[src/rtl/fetch_unit.sv]
// Instruction-fetch stage: owns the PC, picks the next PC from redirect/stall/
// predicted-taken/sequential sources, and holds the IF/ID pipeline register.
module fetch_unit #(
    parameter logic [31:0] RESET_PC = 32'h0000_0000,
    parameter logic [31:0] NOP      = 32'h0000_0000,
    parameter int          CNT_W    = 16
) (
    input  logic             clk,
    input  logic             rst,
    input  logic             stall,
    input  logic             jumpSuccess,
    input  logic [31:0]      correctPc,
    input  logic             mux1select,
    input  logic [31:0]      BpctoID,
    output logic [31:0]      imemAddr,
    input  logic [31:0]      imemData,
    output logic [31:0]      insttoID,
    output logic [31:0]      pcNewtoID,
    output logic             validtoID,
    output logic [CNT_W-1:0] flushCount
);

    typedef struct packed {
        logic [31:0] inst;
        logic [31:0] pc_new;
        logic        valid;
    } ifid_t;

    localparam ifid_t BUBBLE = '{inst: NOP, pc_new: 32'h0, valid: 1'b0};

    logic [31:0]      pc_q, pc_d;
    ifid_t            ifid_q, ifid_d;
    logic [CNT_W-1:0] cnt_q, cnt_d;
    logic [31:0]      pc_plus4;

    assign pc_plus4 = pc_q + 32'd4;

    always_comb begin
        pc_d   = pc_q;
        ifid_d = ifid_q;
        cnt_d  = cnt_q;
        if (jumpSuccess) begin
            // mispredict outranks everything, including a stalled ID branch
            pc_d   = correctPc & ~32'h3;
            ifid_d = BUBBLE;
            if (cnt_q != {CNT_W{1'b1}})
                cnt_d = cnt_q + 1'b1;
        end else if (stall) begin
            pc_d   = pc_q;
            ifid_d = ifid_q;
        end else if (mux1select) begin
            // squash the sequential wrong-path fetch made this cycle
            pc_d   = BpctoID & ~32'h3;
            ifid_d = BUBBLE;
        end else begin
            pc_d   = pc_plus4;
            ifid_d = '{inst: imemData, pc_new: pc_plus4, valid: 1'b1};
        end
    end

    always_ff @(posedge clk or posedge rst) begin
        if (rst) begin
            pc_q   <= RESET_PC & ~32'h3;
            ifid_q <= BUBBLE;
            cnt_q  <= '0;
        end else begin
            pc_q   <= pc_d;
            ifid_q <= ifid_d;
            cnt_q  <= cnt_d;
        end
    end

    assign imemAddr   = pc_q;
    assign insttoID   = ifid_q.inst;
    assign pcNewtoID  = ifid_q.pc_new;
    assign validtoID  = ifid_q.valid;
    assign flushCount = cnt_q;

endmodule

[config.mk]
export PLATFORM = sky130hd
export DESIGN_NAME = fetch_unit
export DESIGN_NICKNAME = d
export VERILOG_FILES = /design/src/rtl/fetch_unit.sv
export SDC_FILE = /design/constraint.sdc
export NUM_CORES = 1
export LEC_CHECK = 0
export CORE_ASPECT_RATIO = 0.6
export CORE_MARGIN = 2
export CORE_UTILIZATION = 44
export DETAILED_ROUTE_END_ITERATION = 6
export GPL_ROUTABILITY_DRIVEN = 0
export HOLD_SLACK_MARGIN = 0.15
export MAX_ROUTING_LAYER = met4
export PLACE_DENSITY = 0.81
export SYNTH_ARGS = -nofsm -noshare
export SYNTH_HDL_FRONTEND = slang
export SYNTH_SLANG_ARGS = --single-unit
[constraint.sdc]
create_clock -name clk -period 4.06 [get_ports clk]
set_input_delay 0.609 -clock clk [delete_from_list [all_inputs] [get_ports clk]]
set_output_delay 0.609 -clock clk [all_outputs]
set_load 0.05 [all_outputs]
## After elaboration in Yosys (flattened, before gate mapping)

Index checks and enable logic that the tools add are counted.

- Register bits: 113
- Bits of input ports: 101
- Output and inout port bits: 113

- Equal/unequal tests: 2
- Muxes and demuxes: 6
- Add/sub/neg operators: 2
- Reduce and logical (&&, ||, !) cells: 1

Operator list:

| operator | count |
|---|---|
| 2-to-1 mux 65 bit | 3 |
| 2-to-1 mux 32 bit | 3 |
| adder 32 x 3 -> 32 bit (second input constant) | 1 |
| adder 16 x 1 -> 16 bit (second input constant) | 1 |
| != test 16 bit (second input constant) | 1 |
| != test 2 x 1 -> 1 bit (second input constant) | 1 |
| AND reduction 2 bit | 1 |

## Longest topological paths before layout

Gate-level depths: netlist of run 1.

- Depth after elaboration: 4
- Gate-level depth with buffers: 7
- Depth with buffers taken out: 6

## Worst setup path after synthesis of run 1

OpenSTA, ideal clock, no wires.

- Kind: flip-flop to flip-flop
- From: register pc_q[2], in the netlist imemAddr[2]
- To: register pc_q[20], in the netlist imemAddr[20]
- Buffers on the path: 0
- Path slack: 1.752 ns
- Arrival time: 2.187 ns
- Library setup time: 0.122 ns
- Stages on the path, launching flop included: 7
- Path through: dfrtp_1 -> ha_1 -> nand3_2 -> nor4_4 -> nand2_2 -> a31o_1 -> a32o_1

- Cells in the longest elaborated chain, start to end: 4

Ends and longest elaborated chain:

| item | line | RTL |
|---|---|---|
| from (decl) | 31 | `logic [31:0] pc_q, pc_d;` |
| from (signal assigned) | 63 | `pc_q <= RESET_PC & ~32'h3;` |
| from (signal assigned) | 67 | `pc_q <= pc_d;` |
| adder 32 x 3 -> 32 bit | 36 | `assign pc_plus4 = pc_q + 32'd4;` |
| 2-to-1 mux 32 bit | 51 | `end else if (mux1select) begin` |
| 2-to-1 mux 32 bit | 48 | `end else if (stall) begin` |
| 2-to-1 mux 32 bit | 42 | `if (jumpSuccess) begin` |

Every way passes these cells. The select of a mux whose other input is x is not followed.
A chain may end at the register's enable or synchronous reset.

## Worst setup path in the final report of run 1

- From: input jumpSuccess
- To: register pc_q[23], in the netlist imemAddr[23]

- Cells in the longest elaborated chain, start to end: 1
- Elaborated cells on any way between the ends: 2

Ends and longest elaborated chain:

| item | line | RTL |
|---|---|---|
| from (decl) | 11 | `input logic jumpSuccess,` |
| != test 2 x 1 -> 1 bit (no line) or 2-to-1 mux 32 bit (tied branches) | -- |  |

Several ways; a longest one is shown, not always the timed one.

==> metrics.txt, run 1 <==
# TYPE chip_impl_metric gauge
chip_impl_metric{name="pin_count",unit=""} 214
chip_impl_info{name="ys_dominant_reg_cell",value="dfrtp_1"} 1
chip_impl_metric{name="synth_top_cell_area_share",unit="%"} 50.14
chip_impl_info{name="crit_path_end_kind",value="flop"} 1
chip_impl_metric{name="worstMarginPinSlew",unit="ps"} 982.9
chip_impl_metric{name="post_drt_via_cell_ratio",unit=""} 5.671
chip_impl_metric{name="r2r_depth",unit=""} 6
chip_impl_metric{name="route.antenna.remaining_nets",unit=""} 0
chip_impl_metric{name="number_of_warning_messages_in_the_yosys_log",unit=""} 0
chip_impl_metric{name="drt-wirelength-per-cell",unit="um"} 19.18
chip_impl_info{name="synth.top_cells.by_area",value="dfrtp_1 50%, a22o_1 5.9%, nand2_1 4.8%, o21ai_0 4.3%, xor2_1 3.7%"} 1
chip_impl_metric{name="cts_sinks",unit=""} 110
chip_impl_metric{name="vias",unit=""} 5246
chip_impl_metric{name="detail_route.drc_violations",unit=""} 0
chip_impl_metric{name="first_global_vias",unit=""} 5265
chip_impl_metric{name="setup_tns",unit="ps"} 0
chip_impl_metric{name="hold_viol",unit=""} 0
chip_impl_info{name="cts_root_buf",value="clkbuf_16"} 1
chip_impl_metric{name="power.combinational.fraction",unit="%"} 30.9
chip_impl_metric{name="placed_cells_incl_taps",unit=""} 909
chip_impl_metric{name="average_instance_area_after_synthesis",unit="sq um"} 9.683
chip_impl_metric{name="r2r_setup_slack",unit="ps"} 1660
chip_impl_info{name="worst_r2r_src",value="imemAddr[2]$_DFFE_PP0N_"} 1
chip_impl_metric{name="finish.cell_count_without_fillers",unit=""} 925
chip_impl_metric{name="total_nets_final",unit=""} 858
chip_impl_info{name="hold_start",value="pcNewtoID[20]$_DFFE_PP0N_"} 1
chip_impl_metric{name="drt_pre_antenna_iters",unit=""} 5
chip_impl_metric{name="worst_clock_skew",unit="ps"} 11.23
chip_impl_metric{name="flow.area_growth_from_synthesis",unit="%"} 45.78
chip_impl_metric{name="post_route_setup_slack",unit="ps"} 1463
chip_impl_metric{name="net-switching-power",unit="uW"} 1163
chip_impl_metric{name="post-cts-setup-buffer-count",unit=""} 0
chip_impl_metric{name="final_setup_violations",unit=""} 0
chip_impl_info{name="timing.critical_path.cells",value="clkdlybuf4s50_1, clkinv_1, buf_4, nand2_1, nor2_4, o21ai_0, o211ai_1"} 1
chip_impl_info{name="critPathLaunchType",value="input port"} 1
chip_impl_metric{name="fp.coreArea",unit="sq um"} 12100
chip_impl_metric{name="sequential_fraction_of_the_synthesis_area",unit="%"} 50.14
chip_impl_metric{name="detail_route.wirelength",unit="mm"} 17.75
chip_impl_metric{name="final_clock_period_utilization_by_the_worst_path",unit="%"} 63.96
chip_impl_metric{name="dpl_cell_area",unit="sq um"} 7711
chip_impl_metric{name="cts_max_level",unit=""} 3
chip_impl_metric{name="power.leakage",unit="uW"} 0.003393
chip_impl_metric{name="p_int",unit="uW"} 2018
chip_impl_metric{name="post_route_cells_drive_above_1_share",unit="%"} 5.263
chip_impl_metric{name="synthCells",unit=""} 567
chip_impl_metric{name="grt_util_all_layers",unit="%"} 28.07
chip_impl_metric{name="max_cap_viol_count",unit=""} 0
chip_impl_metric{name="max-clock-path-buffers",unit=""} 2
chip_impl_info{name="grt_setup_unrepaired",value="false"} 1
chip_impl_metric{name="synth_cell_types",unit=""} 60
chip_impl_metric{name="achievable-frequency",unit="MHz"} 385.1
chip_impl_info{name="timing.hold.worst.class",value="flop to flop"} 1
chip_impl_metric{name="fp.dieW",unit="um"} 148.2
chip_impl_metric{name="finalInstanceArea",unit="sq um"} 8004
chip_impl_metric{name="maxSlewViolCount",unit=""} 0
chip_impl_metric{name="hold_buffers",unit=""} 0
chip_impl_metric{name="postSynthRegisterBits",unit=""} 110
chip_impl_metric{name="path_clk_slew",unit="ps"} 70
chip_impl_metric{name="count_of_inserted_antenna_diode_cells",unit=""} 0
chip_impl_info{name="timing.rr.end",value="pcNewtoID[30]$_DFFE_PP0N_"} 1
chip_impl_info{name="hold_path_end",value="pcNewtoID[20]$_DFFE_PP0N_"} 1
chip_impl_metric{name="die_height",unit="um"} 90.53
chip_impl_metric{name="critPathMaxFanout",unit=""} 38
chip_impl_metric{name="numPortBuffers",unit=""} 207
chip_impl_info{name="kind_of_cell_adding_the_most_delay_to_the_critical_path",value="simple AND/OR/NAND/NOR gates"} 1
chip_impl_metric{name="floorplan.die_area",unit="sq um"} 13420
chip_impl_info{name="crit_path_top_delay_cell",value="nor2_4"} 1
chip_impl_metric{name="hold_depth",unit=""} 2
chip_impl_metric{name="first_pass_grt_wire_length",unit="mm"} 28.57
chip_impl_metric{name="gr-total-overflow",unit=""} 0
chip_impl_metric{name="dp_hpwl",unit="mm"} 12.82
chip_impl_metric{name="worst_ep_required_time",unit="ps"} 4320
chip_impl_metric{name="postSynth.asyncResetShare",unit="%"} 100.0
chip_impl_metric{name="total_clock_buffers_created_by_cts",unit=""} 9
chip_impl_metric{name="timing.final.crit_period",unit="ps"} 2597
chip_impl_info{name="tritoncts_clock_tree",value="built"} 1
chip_impl_metric{name="max_stage_delay",unit="ps"} 740
chip_impl_metric{name="grt_start_max_net_pins",unit=""} 64
chip_impl_metric{name="synth.cell_area",unit="sq um"} 5490
chip_impl_info{name="yosys.area.top_type",value="dfrtp_1"} 1
chip_impl_metric{name="pwr-share-clk",unit="%"} 27.0
chip_impl_metric{name="initial_antenna_violation_count",unit=""} 0
chip_impl_metric{name="rows",unit=""} 31
chip_impl_info{name="critPathKind",value="input port to flop"} 1
chip_impl_metric{name="ctsResizeCount",unit=""} 0
chip_impl_metric{name="dp_worst_setup_slack",unit="ps"} 1146
chip_impl_metric{name="vdd_ir_drop_max",unit="uV"} 173.5
chip_impl_metric{name="switching_share",unit="%"} 36.56
chip_impl_metric{name="layout.filler_cells",unit=""} 973
chip_impl_metric{name="synth-edff-count",unit=""} 0
chip_impl_metric{name="initial_core_utilization",unit="%"} 45.37
chip_impl_info{name="run_status",value="finished clean"} 1
chip_impl_metric{name="slew_headroom",unit="%"} 34.32
chip_impl_metric{name="drt_initial_violations",unit=""} 328
chip_impl_metric{name="critPathArrivalTime",unit="ps"} 2860
chip_impl_metric{name="power.density_cell_area",unit="nW/um^2"} 397.4
chip_impl_info{name="worstSetupStartpoint",value="jumpSuccess"} 1
chip_impl_metric{name="share_seq_of_total_power",unit="%"} 42.1
chip_impl_metric{name="cp.buffers_inverters",unit=""} 3
chip_impl_metric{name="worst_skew_pair.late_latency",unit="ps"} 350
chip_impl_metric{name="finalPower",unit="uW"} 3181
## placed cells by master (no fill, tap or decap), types with 3 or more instances in the layout
cell             count
and3_1              17
inv_1                7
xnor2_1             18
nor4_1               5
o21ai_1              6
buf_4               10
mux2_2               3
a21oi_1             24
o31ai_1              5
o211ai_1             6
nand2_1             70
a22o_1              37
o21ai_0             47
xor2_1              23
nor3_1              14
clkbuf_16            9
nand4_1             13
nor2_1              33
o221ai_1             6
mux2i_1              8
o21a_1               4
nand3_1             21
clkdlybuf4s50_1    207
dfrtp_1            110
## worst max-delay path by stage
stage / end / cells past startpoint
2_1_floorplan: flushCount[0]$_DFFE_PP0P_ / 1
3_3_place_gp: imemAddr[23]$_DFFE_PP0N_ / 7
3_5_place_dp: imemAddr[23]$_DFFE_PP0N_ / 7
4_1_cts: imemAddr[23]$_DFFE_PP0N_ / 7
5_1_grt: imemAddr[23]$_DFFE_PP0N_ / 7
6_report: imemAddr[23]$_DFFE_PP0N_ / 7
## logic make-up (layout without fill, tap and decap cells)
| group | after synthesis | count (layout) | synth area share [%] |
|---|---|---|---|
| other | 1 | 2 | 0.06830 |
| buffers and inverters | 51 | 243 | 3.783 |
| adders and majority gates | 2 | 2 | 0.4557 |
| muxes | 11 | 11 | 2.074 |
| xor gates and xnor gates | 41 | 41 | 6.540 |
| DFF | 110 | 110 | 50.14 |
| and+or+nand+nor | 193 | 193 | 17.43 |
| AOI/OAI and AO/OA | 158 | 158 | 19.51 |
## power by group through the flow
| stage | combinational (uW) | sequential, uW | clock, uW |
|---|---|---|---|
| 2_1_floorplan | 276 | 1650 | 0 |
| 3_3_place_gp | 963 | 1340 | 0 |
| 3_5_place_dp | 982 | 1350 | 0 |
| 4_1_cts | 985 | 1330 | 878 |
| 5_1_grt | 1040 | 1350 | 939 |
| 6_report | 982 | 1340 | 860 |
## metrics by stage
| step | util, % | hold WS (ps) |
|---|---|---|
| after global placement | 63.72 | 461.4 |
| after detailed placement | 63.72 | 467.5 |
| after global routing | 66.14 | 500.6 |
| after CTS | 66.14 | 484.8 |
| final | 66.14 | 478.1 |
| after floorplan | - | 726.0 |
## registers in the layout (all words and copies together) (netlist names)
signal      cells
flushCount     16
pcNewtoID      31
validtoID       1
insttoID       32
imemAddr       30
## layout make-up
type / count / area, sq um / share of cell area, %
flip-flops and latches: 110 / 2753 / 34.39
clock inverters: 5 / 40.04 / 0.5002
well taps: 165 / 206.4 / 2.579
repair buffers: 218 / 2167 / 27.08
clock buffers: 11 / 252.7 / 3.158
multi-input cells: 407 / 2549 / 31.84
inverters: 9 / 36.28 / 0.4533
## synthesized netlist by cell type, drive strengths merged, types with 2 or more instances
master and n:
dfrtp 110, nand2 71, o21ai 53, a22o 37, nor2 35, clkbuf 29
a21oi 24, xor2 23, nand3 22, xnor2 18, and3 17, nand4 14
nor3 14, buf 13, inv 8, mux2i 8, nor4 7, o211ai 6
o221ai 6, o31ai 5, o21a 4, and4 3, mux2 3, a211o 2
a21o 2, a221oi 2, a22oi 2, a311o 2, a31oi 2, ha 2
nand2b 2, nor4b 2
## worst min-delay path, delay by kind of cell (launching register included)
kind	cells	cell delay, ps
AOI/OAI and AO/OA	1	60
DFF	1	340
and+or+nand+nor	1	40
## routing by layer
layer | global-route usage [%] | up-vias | wire length, um
met5 | - | - | 0
met4 | 7.619 | 0 | 274
met3 | 7.525 | 26 | 1688
met2 | 39.78 | 275 | 7705
met1 | 39.84 | 2515 | 8076
li1 | - | 2430 | -
No activity file was read; power rests on OpenSTA's default activity.
==> run 2, diff against run 1 <==
Clock period 4.06 ns to 2.55 ns, I/O delays scaled along.
==> run 2 against run 1 <==
  * Register-to-register slack got worse by 1400 ps
  * Clock-buffer cell count increased by 1
  * Clock skew decreased by 3.9 ps
  * Final cell count is 1.2% higher
  * Via count grew 2.0%
  * Global-route usage fell by 0.36 points
  * Sequential cell count did not move
  * Non-clock buffer count is 12 higher
  * Design area grew 1.4%
  * Critical path depth decreased by 2
  * Critical endpoint is now imemAddr[31]$_DFFE_PP0N_
==> metrics.txt, run 2 (same netlist as run 1, synthesis figures left out) <==
# TYPE chip_impl_metric gauge
chip_impl_metric{name="detail_route.wirelength",unit="mm"} 17.82
chip_impl_metric{name="gr-total-overflow",unit=""} 0
chip_impl_metric{name="detail_route.drc_violations",unit=""} 0
chip_impl_metric{name="dp_hpwl",unit="mm"} 13.35
chip_impl_metric{name="initial_antenna_violation_count",unit=""} 0
chip_impl_metric{name="max_stage_delay",unit="ps"} 610
chip_impl_info{name="crit_path_end_kind",value="flop"} 1
chip_impl_metric{name="setup_tns",unit="ps"} 0
chip_impl_metric{name="drt_pre_antenna_iters",unit=""} 5
chip_impl_metric{name="slew_headroom",unit="%"} 58.14
chip_impl_metric{name="route.antenna.remaining_nets",unit=""} 0
chip_impl_metric{name="flow.area_growth_from_synthesis",unit="%"} 47.79
chip_impl_metric{name="ctsResizeCount",unit=""} 0
chip_impl_metric{name="path_clk_slew",unit="ps"} 70
chip_impl_info{name="worstSetupStartpoint",value="imemAddr[17]$_DFFE_PP0N_"} 1
chip_impl_metric{name="layout.filler_cells",unit=""} 944
chip_impl_metric{name="grt_util_all_layers",unit="%"} 27.70
chip_impl_metric{name="floorplan.die_area",unit="sq um"} 13420
chip_impl_metric{name="worst_ep_required_time",unit="ps"} 2760
chip_impl_info{name="timing.critical_path.cells",value="nand4_1, nor4_1, nand2_1, nor3_1, a311oi_1"} 1
chip_impl_info{name="mostFrequentLayoutCells",value="207 x clkdlybuf4s50_1, 110 x dfrtp_1, 70 x nand2_1"} 1
chip_impl_metric{name="worst_clock_skew",unit="ps"} 7.325
chip_impl_metric{name="timing.final.crit_period",unit="ps"} 2249
chip_impl_metric{name="total_nets_final",unit=""} 870
chip_impl_metric{name="final_setup_violations",unit=""} 0
chip_impl_metric{name="total_clock_buffers_created_by_cts",unit=""} 9
chip_impl_metric{name="post_drt_via_cell_ratio",unit=""} 5.718
chip_impl_info{name="kind_of_cell_adding_the_most_delay_to_the_critical_path",value="simple AND/OR/NAND/NOR gates"} 1
chip_impl_metric{name="post-cts-setup-buffer-count",unit=""} 0
chip_impl_metric{name="power.leakage",unit="uW"} 0.003445
chip_impl_metric{name="hold_buffers",unit=""} 0
chip_impl_metric{name="multiInputGateArea",unit="sq um"} 2544
chip_impl_metric{name="drt_initial_violations",unit=""} 460
chip_impl_metric{name="cts_max_level",unit=""} 3
chip_impl_info{name="cts_root_buf",value="clkbuf_16"} 1
chip_impl_info{name="run_status",value="finished clean"} 1
chip_impl_metric{name="flip_flop_count_of_the_largest_register_all_copies_and_words_added",unit=""} 32
chip_impl_metric{name="fp.coreArea",unit="sq um"} 12100
chip_impl_metric{name="pin_count",unit=""} 214
chip_impl_metric{name="vdd_ir_drop_max",unit="uV"} 339.7
chip_impl_metric{name="cp.buffers_inverters",unit=""} 0
chip_impl_metric{name="power.density_cell_area",unit="nW/um^2"} 629.5
chip_impl_info{name="critPathKind",value="flop to flop"} 1
chip_impl_metric{name="drt-wirelength-per-cell",unit="um"} 19.04
chip_impl_metric{name="cts_sinks",unit=""} 110
chip_impl_metric{name="initial_core_utilization",unit="%"} 45.37
chip_impl_info{name="worst_r2r_src",value="imemAddr[17]$_DFFE_PP0N_"} 1
chip_impl_metric{name="max_cap_viol_count",unit=""} 0
chip_impl_metric{name="hold_viol",unit=""} 0
chip_impl_metric{name="finalPower",unit="uW"} 5108
chip_impl_metric{name="vias",unit=""} 5352
chip_impl_metric{name="post_route_cells_drive_above_1_share",unit="%"} 6.355
chip_impl_metric{name="rows",unit=""} 31
chip_impl_info{name="critPathLaunchType",value="flop"} 1
chip_impl_metric{name="grt_start_max_net_pins",unit=""} 48
chip_impl_metric{name="fp.dieW",unit="um"} 148.2
chip_impl_metric{name="final_clock_period_utilization_by_the_worst_path",unit="%"} 88.18
chip_impl_metric{name="count_of_inserted_antenna_diode_cells",unit=""} 0
chip_impl_metric{name="critPathMaxFanout",unit=""} 9
chip_impl_info{name="timing.hold.worst.class",value="input port to async pin"} 1
chip_impl_info{name="crit_path_top_delay_cell",value="nor4_1"} 1
chip_impl_metric{name="maxSlewViolCount",unit=""} 0
chip_impl_info{name="mostFrequentLayoutCell",value="clkdlybuf4s50_1"} 1
chip_impl_metric{name="final-seq-area",unit="sq um"} 2753
chip_impl_info{name="tritoncts_clock_tree",value="built"} 1
chip_impl_metric{name="first_pass_grt_wire_length",unit="mm"} 28.65
chip_impl_metric{name="achievable-frequency",unit="MHz"} 444.7
chip_impl_metric{name="max-clock-path-buffers",unit=""} 2
chip_impl_metric{name="die_height",unit="um"} 90.53
chip_impl_metric{name="critPathArrivalTime",unit="ps"} 2460
chip_impl_metric{name="first_global_vias",unit=""} 5315
chip_impl_metric{name="numPortBuffers",unit=""} 207
chip_impl_info{name="grt_setup_unrepaired",value="false"} 1
chip_impl_metric{name="worstMarginPinSlew",unit="ps"} 623.2
chip_impl_metric{name="worst_skew_pair.late_latency",unit="ps"} 340
## run 2: path summary, 6_finish.rpt
check / end / depth (start not counted) / slack (ps)
worst max-delay path: imemAddr[31]$_DFFE_PP0N_ / 5 / 300
worst min-delay path: flushCount[8]$_DFFE_PP0P_ / 2 / 370
worst max register to register: imemAddr[31]$_DFFE_PP0N_ / 5 / 300
worst min register to register: validtoID$_DFFE_PP0N_ / 2 / 480
max in group asynchronous: pcNewtoID[7]$_DFFE_PP0N_ / 3 / 1620
min in group clk: validtoID$_DFFE_PP0N_ / 2 / 480
## run 2: where the power goes
part	internal (uW)	switching (uW)
clock	785	611
sequential	1900	226
combinational	606	982
## run 2: metal layers
metal  vias up  part of all wire, %  global-route usage [%]
met5         -                    0                       -
met4         0                  1.1                   5.556
met3        19                  9.5                   6.667
met2       275                   44                   41.17
met1      2613                   45                   39.05
li1       2445                    -                       -
## run 2: final cells by class
cell class | instances | share of cell area [%]
sequential | 110 | 33.92
timing repair buffer | 230 | 28.13
clock buffer | 12 | 3.038
multi-input combinational | 407 | 31.35
clock inverter | 3 | 0.5551
tap | 165 | 2.544
inverter | 9 | 0.4626
## run 2: metrics by stage
step	setup WS, ps	cell area (sq um)	cells	util [%]	hold WS (ps)
final	301.5	8114	936	67.05	374.2
after global routing	139.6	8114	936	67.05	410.9
after CTS	341.7	8114	936	67.05	373.2
after detailed placement	274.1	7823	921	64.64	469.9
after global placement	307.6	7823	921	64.64	464.9
after floorplan	241.6	5498	568	-	499.5
